`src/rtl/data_mem_ctrl.sv`:
```
// Data-side memory controller: posts CPU writes into an in-order buffer,
// holds one pending read, and serialises both onto a simple req/ack bus.
// Buffered writes always drain before the pending read, so a read sees
// every write accepted before or together with it.
module data_mem_ctrl #(
    parameter int unsigned DEPTH = 4
) (
    input  logic        clk,
    input  logic        rst,
    input  logic [31:0] cpu_addr,
    input  logic [3:0]  cpu_wstrb,
    input  logic [31:0] cpu_wdata,
    input  logic        cpu_rd,
    output logic        cpu_stall,
    output logic [31:0] cpu_rdata,
    output logic        cpu_rvalid,
    output logic        mem_req,
    output logic        mem_we,
    output logic [31:0] mem_addr,
    output logic [3:0]  mem_wstrb,
    output logic [31:0] mem_wdata,
    input  logic        mem_ack,
    input  logic [31:0] mem_rdata
);

    localparam int unsigned PTR_W = (DEPTH > 1) ? $clog2(DEPTH) : 1;
    localparam int unsigned CNT_W = PTR_W + 1;

    typedef enum logic [1:0] {
        IDLE  = 2'd0,
        WRITE = 2'd1,
        READ  = 2'd2,
        RESP  = 2'd3
    } state_t;

    state_t state;

    // Write buffer storage (word address, strobes, data)
    logic [29:0] fifo_addr  [DEPTH];
    logic [3:0]  fifo_wstrb [DEPTH];
    logic [31:0] fifo_wdata [DEPTH];

    logic [PTR_W-1:0] wr_ptr;
    logic [PTR_W-1:0] rd_ptr;
    logic [CNT_W-1:0] count;

    logic        read_pending;
    logic [29:0] pending_addr;

    logic full;
    logic push;
    logic pop;
    logic rd_accept;

    // Byte offset never reaches the bus
    logic unused_addr_bits;
    assign unused_addr_bits = ^cpu_addr[1:0];

    // Stall is decoded from registered state only
    assign full      = (count == CNT_W'(DEPTH));
    assign cpu_stall = full | read_pending;
    assign push      = (cpu_wstrb != 4'h0) && !cpu_stall;
    assign rd_accept = cpu_rd && !cpu_stall;
    assign pop       = (state == WRITE) && mem_ack;

    // Buffer payload storage, written at the tail on push
    always_ff @(posedge clk) begin
        if (push) begin
            fifo_addr[wr_ptr]  <= cpu_addr[31:2];
            fifo_wstrb[wr_ptr] <= cpu_wstrb;
            fifo_wdata[wr_ptr] <= cpu_wdata;
        end
    end

    // Buffer pointers and occupancy; pointers wrap naturally at DEPTH
    always_ff @(posedge clk or posedge rst) begin
        if (rst) begin
            wr_ptr <= '0;
            rd_ptr <= '0;
            count  <= '0;
        end else begin
            if (push) begin
                wr_ptr <= wr_ptr + PTR_W'(1);
            end
            if (pop) begin
                rd_ptr <= rd_ptr + PTR_W'(1);
            end
            if (push && !pop) begin
                count <= count + CNT_W'(1);
            end else if (pop && !push) begin
                count <= count - CNT_W'(1);
            end
        end
    end

    // Single pending read slot, released when the response is delivered
    always_ff @(posedge clk or posedge rst) begin
        if (rst) begin
            read_pending <= 1'b0;
            pending_addr <= '0;
        end else if (rd_accept) begin
            read_pending <= 1'b1;
            pending_addr <= cpu_addr[31:2];
        end else if (state == RESP) begin
            read_pending <= 1'b0;
        end
    end

    // Bus sequencing FSM with registered bus and response outputs
    always_ff @(posedge clk or posedge rst) begin
        if (rst) begin
            state      <= IDLE;
            mem_req    <= 1'b0;
            mem_we     <= 1'b0;
            mem_addr   <= '0;
            mem_wstrb  <= '0;
            mem_wdata  <= '0;
            cpu_rdata  <= '0;
            cpu_rvalid <= 1'b0;
        end else begin
            cpu_rvalid <= 1'b0;
            case (state)
                IDLE: begin
                    if (count != '0) begin
                        state     <= WRITE;
                        mem_req   <= 1'b1;
                        mem_we    <= 1'b1;
                        mem_addr  <= {fifo_addr[rd_ptr], 2'b00};
                        mem_wstrb <= fifo_wstrb[rd_ptr];
                        mem_wdata <= fifo_wdata[rd_ptr];
                    end else if (read_pending) begin
                        state     <= READ;
                        mem_req   <= 1'b1;
                        mem_we    <= 1'b0;
                        mem_addr  <= {pending_addr, 2'b00};
                        mem_wstrb <= 4'h0;
                        mem_wdata <= '0;
                    end
                end
                WRITE: begin
                    if (mem_ack) begin
                        state   <= IDLE;
                        mem_req <= 1'b0;
                        mem_we  <= 1'b0;
                    end
                end
                READ: begin
                    if (mem_ack) begin
                        state      <= RESP;
                        mem_req    <= 1'b0;
                        cpu_rdata  <= mem_rdata;
                        cpu_rvalid <= 1'b1;
                    end
                end
                RESP: begin
                    state <= IDLE;
                end
                default: begin
                    state <= IDLE;
                end
            endcase
        end
    end

endmodule

```
`config.mk`:
```
export PLATFORM = sky130hd
export DESIGN_NAME = data_mem_ctrl
export DESIGN_NICKNAME = d
export VERILOG_FILES = /design/src/rtl/data_mem_ctrl.sv
export SDC_FILE = /design/constraint.sdc
export NUM_CORES = 1
export LEC_CHECK = 0
export ABC_AREA = 1
export ABC_CLOCK_PERIOD_IN_PS = 4900
export BUFFER_PORTS_ARGS = -buffer_cell sky130_fd_sc_hd__buf_4
export CORE_UTILIZATION = 57
export CTS_CLUSTER_DIAMETER = 200
export CTS_CLUSTER_SIZE = 40
export DETAILED_ROUTE_END_ITERATION = 8
export PLACE_DENSITY = 0.79
export SLEW_MARGIN = 20
export SYNTH_ARGS = -nofsm -noshare
export SYNTH_HDL_FRONTEND = slang
export SYNTH_SLANG_ARGS = --single-unit
```
`constraint.sdc`:
```
create_clock -name clk -period 4.9 [get_ports clk]
set_input_delay 0.49 -clock clk [delete_from_list [all_inputs] [get_ports clk]]
set_output_delay 0.49 -clock clk [all_outputs]
set_load 0.02 [all_outputs]
```
* After elaboration in Yosys (flattened, before gate mapping)
Memories as Yosys holds them, arrays and structs flattened.
Cells that the tools add are included.
** Word-level totals
- Bits in registers :: 143
- Bits in writable memories :: 264
- Input port bits :: 104
- Output and inout bits :: 104
- Logic and storage cells :: 77
- Memories :: 3
** Operators by class
- $add $sub $neg :: 4
- Eq/ne operators :: 8
- Muxes and demuxes :: 26
- Bitwise logic cells :: 1
- Reduce and logical (&&, ||, !) cells :: 22
** Memory list
- fifo_wdata :: depth 4, bits a word 32, read ports 1, clocked after Yosys merged registers in 0, wr ports 1, line 41 : logic [31:0] fifo_wdata [DEPTH];
- fifo_addr :: depth 4, bits a word 30, read ports 1, clocked after Yosys merged registers in 0, wr ports 1, line 39 : logic [29:0] fifo_addr [DEPTH];
- fifo_wstrb :: depth 4, bits a word 4, read ports 1, clocked after Yosys merged registers in 0, wr ports 1, line 40 : logic [3:0] fifo_wstrb [DEPTH];
** Operators by type and width (count)
- 32-bit two-way mux :: 4
- 1-bit two-way mux :: 11
- 2-bit nonzero test :: 5
- 3-bit AND reduction :: 3
- 2-bit two-way mux :: 4
- 4-bit two-way mux :: 2
- 2-bit one-hot mux with 4 select lines :: 1
- 3-bit two-way mux :: 2
- 1-bit logical AND :: 5
- 2-bit by 1-bit adder with 2-bit output, second input constant :: 2
- 2-bit equality test, second input constant :: 2
- 2-bit != test, second input constant :: 2
- 1-bit one-hot mux with 2 select lines :: 2
- 2-bit AND reduction :: 2
- 4-bit nonzero test :: 1
- 3-bit by 1-bit adder with 3-bit output, second input constant :: 1
- 3-bit equality test, second input constant :: 1
- 1-bit logical NOT :: 3
- 3-bit != test, second input constant :: 1
- 3-bit nonzero test :: 1
- 3-bit by 1-bit subtractor with 3-bit output, second input constant :: 1
- 2-bit by 1-bit equality test with 1-bit output, second input constant :: 1
- 2-bit logical NOT :: 1
- 2-bit by 1-bit != test with 1-bit output, second input constant :: 1
- 2 further kinds :: 2

* Longest topological paths before layout
- Word-level depth :: 8
- Gate-level depth with buffers :: 10
- Mapped depth without buffers :: 10

* Worst setup path before layout
Ideal clock, no wire load.
- Path kind :: flip-flop to flip-flop
- Start point :: register count[0]
- End point :: memory fifo_addr[0][0], enable pin
- Library setup time :: 0.491 ns
- Arrival :: 3.589 ns
- Data required time :: 4.409 ns
- Slack :: 0.820 ns
- Cell stages (with the launch flop) :: 5
- Path buffers :: 0
- Period minus slack after synthesis :: 4.080 ns
- Cells stage by stage :: dfrtp_1 nor2_4 nand2_1 nand3_1 nor2_1
** On the way
- Cells in the longest elaborated chain, start to end :: 6
** RTL lines
- start, declared :: line 45 : logic [CNT_W-1:0] count;
- start signal, assigned :: line 89 : count <= count + CNT_W'(1);
- start signal, assigned :: line 91 : count <= count - CNT_W'(1);
- 3-bit equality test :: line 60 : assign full = (count == CNT_W'(DEPTH));
- 1-bit bitwise OR :: line 61 : assign cpu_stall = full | read_pending;
- 1-bit logical NOT :: line 62 : assign push = (cpu_wstrb != 4'h0) && !cpu_stall;
- 1-bit logical AND :: line 62
- 1-bit two-way mux :: line 68 : if (push) begin
- 1-bit two-way mux (implied by the code) :: line 69 : fifo_addr[wr_ptr] <= cpu_addr[31:2];
- end, declared :: line 39
No other way between the ends.

* Worst setup path in the final report
- Start point :: register count[0]
- End point :: register mem_wdata[17]
** On the way
- Cells in the longest elaborated chain, start to end :: 3
- Elaborated cells between the ends (all ways) :: 4
- Classes of those cells :: mux: 1; reduce/logical: 3
** RTL lines
- 3-bit nonzero test (*) :: line 124 : if (count != '0) begin
- 2-bit nonzero test (no source line)
- 2-bit AND reduction (no source line)
- end signal, assigned :: line 130 : mem_wdata <= fifo_wdata[rd_ptr];
- end, declared :: line 21 : output logic [31:0] mem_wdata,
Mark *: on every way between the ends. The rest lies on a longest branch, timed or not.
A chain may end at the register's enable or synchronous reset.

==> summary.md <==
| Metric | Value |
|---|---|
| WL per Instance | `around 17 um` |
| Worst Setup Start Kind | `register` |
| Post-CTS setup buffer count | `0` |
| Grt ovf | `0` |
| Clock share of power | `0.142` |
| Endpoints failing hold | `0` |
| Via count | `10600` |
| CP max stage cell | `nand3_2` |
| I/O pins | `208` |
| Clock sink count | `405` |
| Clock Skew | `slightly above 0.05 ns` |
| Drt via density | `5.42` |
| Number of remaining DRC errors | `0` |
| Cell breakdown of the critical path | `nor2_4 > nand3_2 > nand2_2 > buf_4 > nand2_1 > nand2_1` |
| Skew-Pair Late Insertion Delay | `0.53 ns` |
| WL final | `33.9 mm` |
| Power density cells | `612 mW/mm^2` |
| Post-CTS Hold Buffers | `0` |
| Final GP Congestion | `0.748` |
| Maxcap violations | `0` |
| Commonest non-fill, non-tap cell in the layout | `nand2_1` |
| Synthesized cell area | `around 0.016 mm^2` |
| Vias in the first global route | `slightly above 10000` |
| Die Ht | `approximately 170 um` |
| CTS buffer count | `14` |
| Max Buffers Root-to-Sink | `3` |
| Buffers on Ports | `between 200 and 250` |
| Initial Util | `0.585` |
| Fin worst setup slack | `a little over 2 ns` |
| Die area | `between 0.02 and 0.03 mm^2` |
| Antenna-violating nets left | `0` |
| Maximum vdd drop | `576 uV` |
| Largest family of logic cells by synthesized area | `simple AND/OR/NAND/NOR gates` |
| Crit Path Max Fanout | `35` |
| Sequential share of power | `0.451` |
| Detailed Routing Iterations Pass 1 | `5` |
| CP most frequent cell | `nand2_1` |
| Rel. slew slack | `0.276` |
| 1st-iter DRT viols | `approximately 1100` |
| Fmax | `about 0.35 GHz` |
| Final Util | `0.666` |
| H-tree depth | `1` |
| Worst stage delay on the critical path | `~0.68 ns` |
| Fin crit period | `between 2 and 3 ns` |
| Place WS | `roughly 2.1 ns` |
| Die width | `around 170 um` |
| Clock Tree Root | `clkbuf_16` |
| Gate power share | `0.407` |
| Slew Limit Fails | `0` |
| Mapped Avg Cell Area | `11.3 um^2` |
| CTS tree | `done` |
| # rows | `60` |
| Global-route wire length before repair | `53.1 mm` |
| R2R setup slack | `just over 2 ns` |
| Worst Tran Pin Value | `between 1 and 1.5 ns` |
| Count of different cell masters after synthesis | `27` |
| Core Area | `0.0272 mm^2` |
| Layout area overhead | `13.9%` |
| Nets | `approximately 1700` |
| Post-synthesis mux area share | `0.000709` |
| Crit path kind | `register to register` |
| Hpwl dp | `19.4 mm` |
| Worst path required time | `approximately 5.4 ns` |
| CP Data Arrival Time | `between 3 and 4 ns` |
| Post-Syn Instances | `~1400` |
| Period utilization | `0.579` |
| Gr usage total | `0.237` |
| PostCTS Resize Cnt | `0` |
| Switching Share | `0.397` |
| Post-synthesis compound-gate area fraction | `0.0327` |
| Clock transition at path regs | `between 0.1 and 0.15 ns` |
| YS warnings | `0` |
| Largest net degree at the start of global routing | `103` |
| Most frequent cells in the layout | `nand2_1 (448), edfxtp_1 (264), buf_4 (222)` |
| Sequential area share after synthesis | `0.721` |
| CP endpoint kind | `register` |
| Share of cells above drive strength 1 | `0.161` |
| Sw Pwr | `~4.4 mW` |
| Fillers | `2001` |
| ANT cells | `0` |
| Status | `finished, final reports clean` |
| Worst hold slack | `around 0.15 ns` |
| Hold WC Path Type | `primary input to register` |
| Cell Int Power | `about 6.7 mW` |
| Post-synthesis xor/xnor area fraction | `0.00221` |
| Initial antenna violation count | `0` |
| Simple-Gate Fraction of Synth Area | `0.196` |
| Unrepaired setup endpoints after global routing | `false` |
| Leakage | `between 7 and 8 nW` |
| Setup Viol. Count Final | `0` |
| Cell family with most CP delay | `simple AND/OR/NAND/NOR gates` |
| TNS Setup | `0 ns` |
| Synth Area in Adders | `0.00914` |
| Register bit count reported by yosys | `a little over 400` |
| Bufs and invs on worst path | `1` |
-- synth_stat cells (all sizes together) --
master  number  share of area
edfxtp     264           0.50
clkbuf      20         0.0047
nand4        1        0.00039
dfrtp      141           0.22
mux2         1        0.00071
xor2         3         0.0017
inv         50          0.012
xnor2        1        0.00055
nand3b       1        0.00047
nand2      450           0.11
fa           1         0.0013
nor2       100          0.024
a21oi       93          0.029
nand3      203          0.065
o21ai        7         0.0022
buf         61          0.021
ha          10         0.0079
conb         1        0.00024
a21boi       2         0.0012
-- worst paths after layout --
path                                           from                     endpoint  depth (start not counted)
setup reg to reg               count[0]$_DFFE_PP0P_    mem_wdata[17]$_DFFE_PP0P_                          6
hold reg to reg            mem_wdata[5]$_DFFE_PP0P_     mem_wdata[5]$_DFFE_PP0P_                          2
min in group asynchronous                       rst      mem_addr[8]$_DFFE_PP0P_                          2
setup / recovery               count[0]$_DFFE_PP0P_    mem_wdata[17]$_DFFE_PP0P_                          6
max in group asynchronous                       rst     cpu_rdata[6]$_DFFE_PP0P_                          3
hold / removal                        cpu_wdata[21]  fifo_wdata[3][21]$_DFFE_PP_                          1
-- layout make-up --
| type | count | area (um^2) | area share |
|---|---|---|---|
| tap | 372 | 465 | 0.0257 |
| inverter | 50 | 195 | 0.0108 |
| timing repair buffer | 222 | 1670 | 0.0921 |
| clock buffer | 23 | 405 | 0.0224 |
| multi-input combinational | 875 | 3870 | 0.214 |
| clock inverter | 1 | 30.0 | 0.00166 |
| sequential | 405 | 11500 | 0.633 |
-- logic make-up after synthesis --
logic type      after synthesis
xor+xnor                      4
mux                           1
compound gates              102
other cells                   1
simple gates                755
buf+inv                     131
flops                       405
fa+ha+maj                    11
-- stage by stage --
step                power, mW  cell area [um^2]  cells
floorplan                8.01             15900   1411
global placement         9.42             17700   1924
finish                   11.1             18100   1948
detailed placement       9.57             17700   1924
global route             11.8             18100   1948
CTS                      11.1             18100   1948
-- worst register-to-register path: stages, from the launching register on --
cell and delay [ns]:
dfrtp_1 0.47, nor2_4 0.22, nand3_2 0.68, nand2_2 0.69
buf_4 0.49, nand2_1 0.14, nand2_1 0.10
-- sequential cells by signal, summed over array words and instances, names as in the netlist --
register,cells
mem_we,1
count,3
fifo_addr,120
pending_addr,30
mem_wdata,32
wr_ptr,2
mem_wstrb,4
state,2
fifo_wdata,128
fifo_wstrb,16
mem_addr,30
cpu_rvalid,1
rd_ptr,2
read_pending,1
mem_req,1
cpu_rdata,32
-- per-layer routing --
| layer | part of all wire | track usage | wire length, um | vias up |
|---|---|---|---|---|
| li1 | - | - | - | 5022 |
| met5 | 0 | 0 | 0 | - |
| met3 | 0.068 | 0.0311 | 2300 | 34 |
| met1 | 0.42 | 0.329 | 14200 | 5122 |
| met2 | 0.50 | 0.402 | 16800 | 378 |
| met4 | 0.016 | 0.0526 | 535 | 0 |
-- power by group through the flow --
stage                     combinational, mW  clock (mW)  sequential [mW]
after global placement                 4.37           0             5.05
after detailed placement               4.50           0             5.07
final                                  4.50        1.57             5.00
after global routing                   4.97        1.70             5.08
after CTS                              4.54        1.59             5.00
after floorplan                        2.57           0             5.44
No activity file was read; power rests on OpenSTA's default activity.
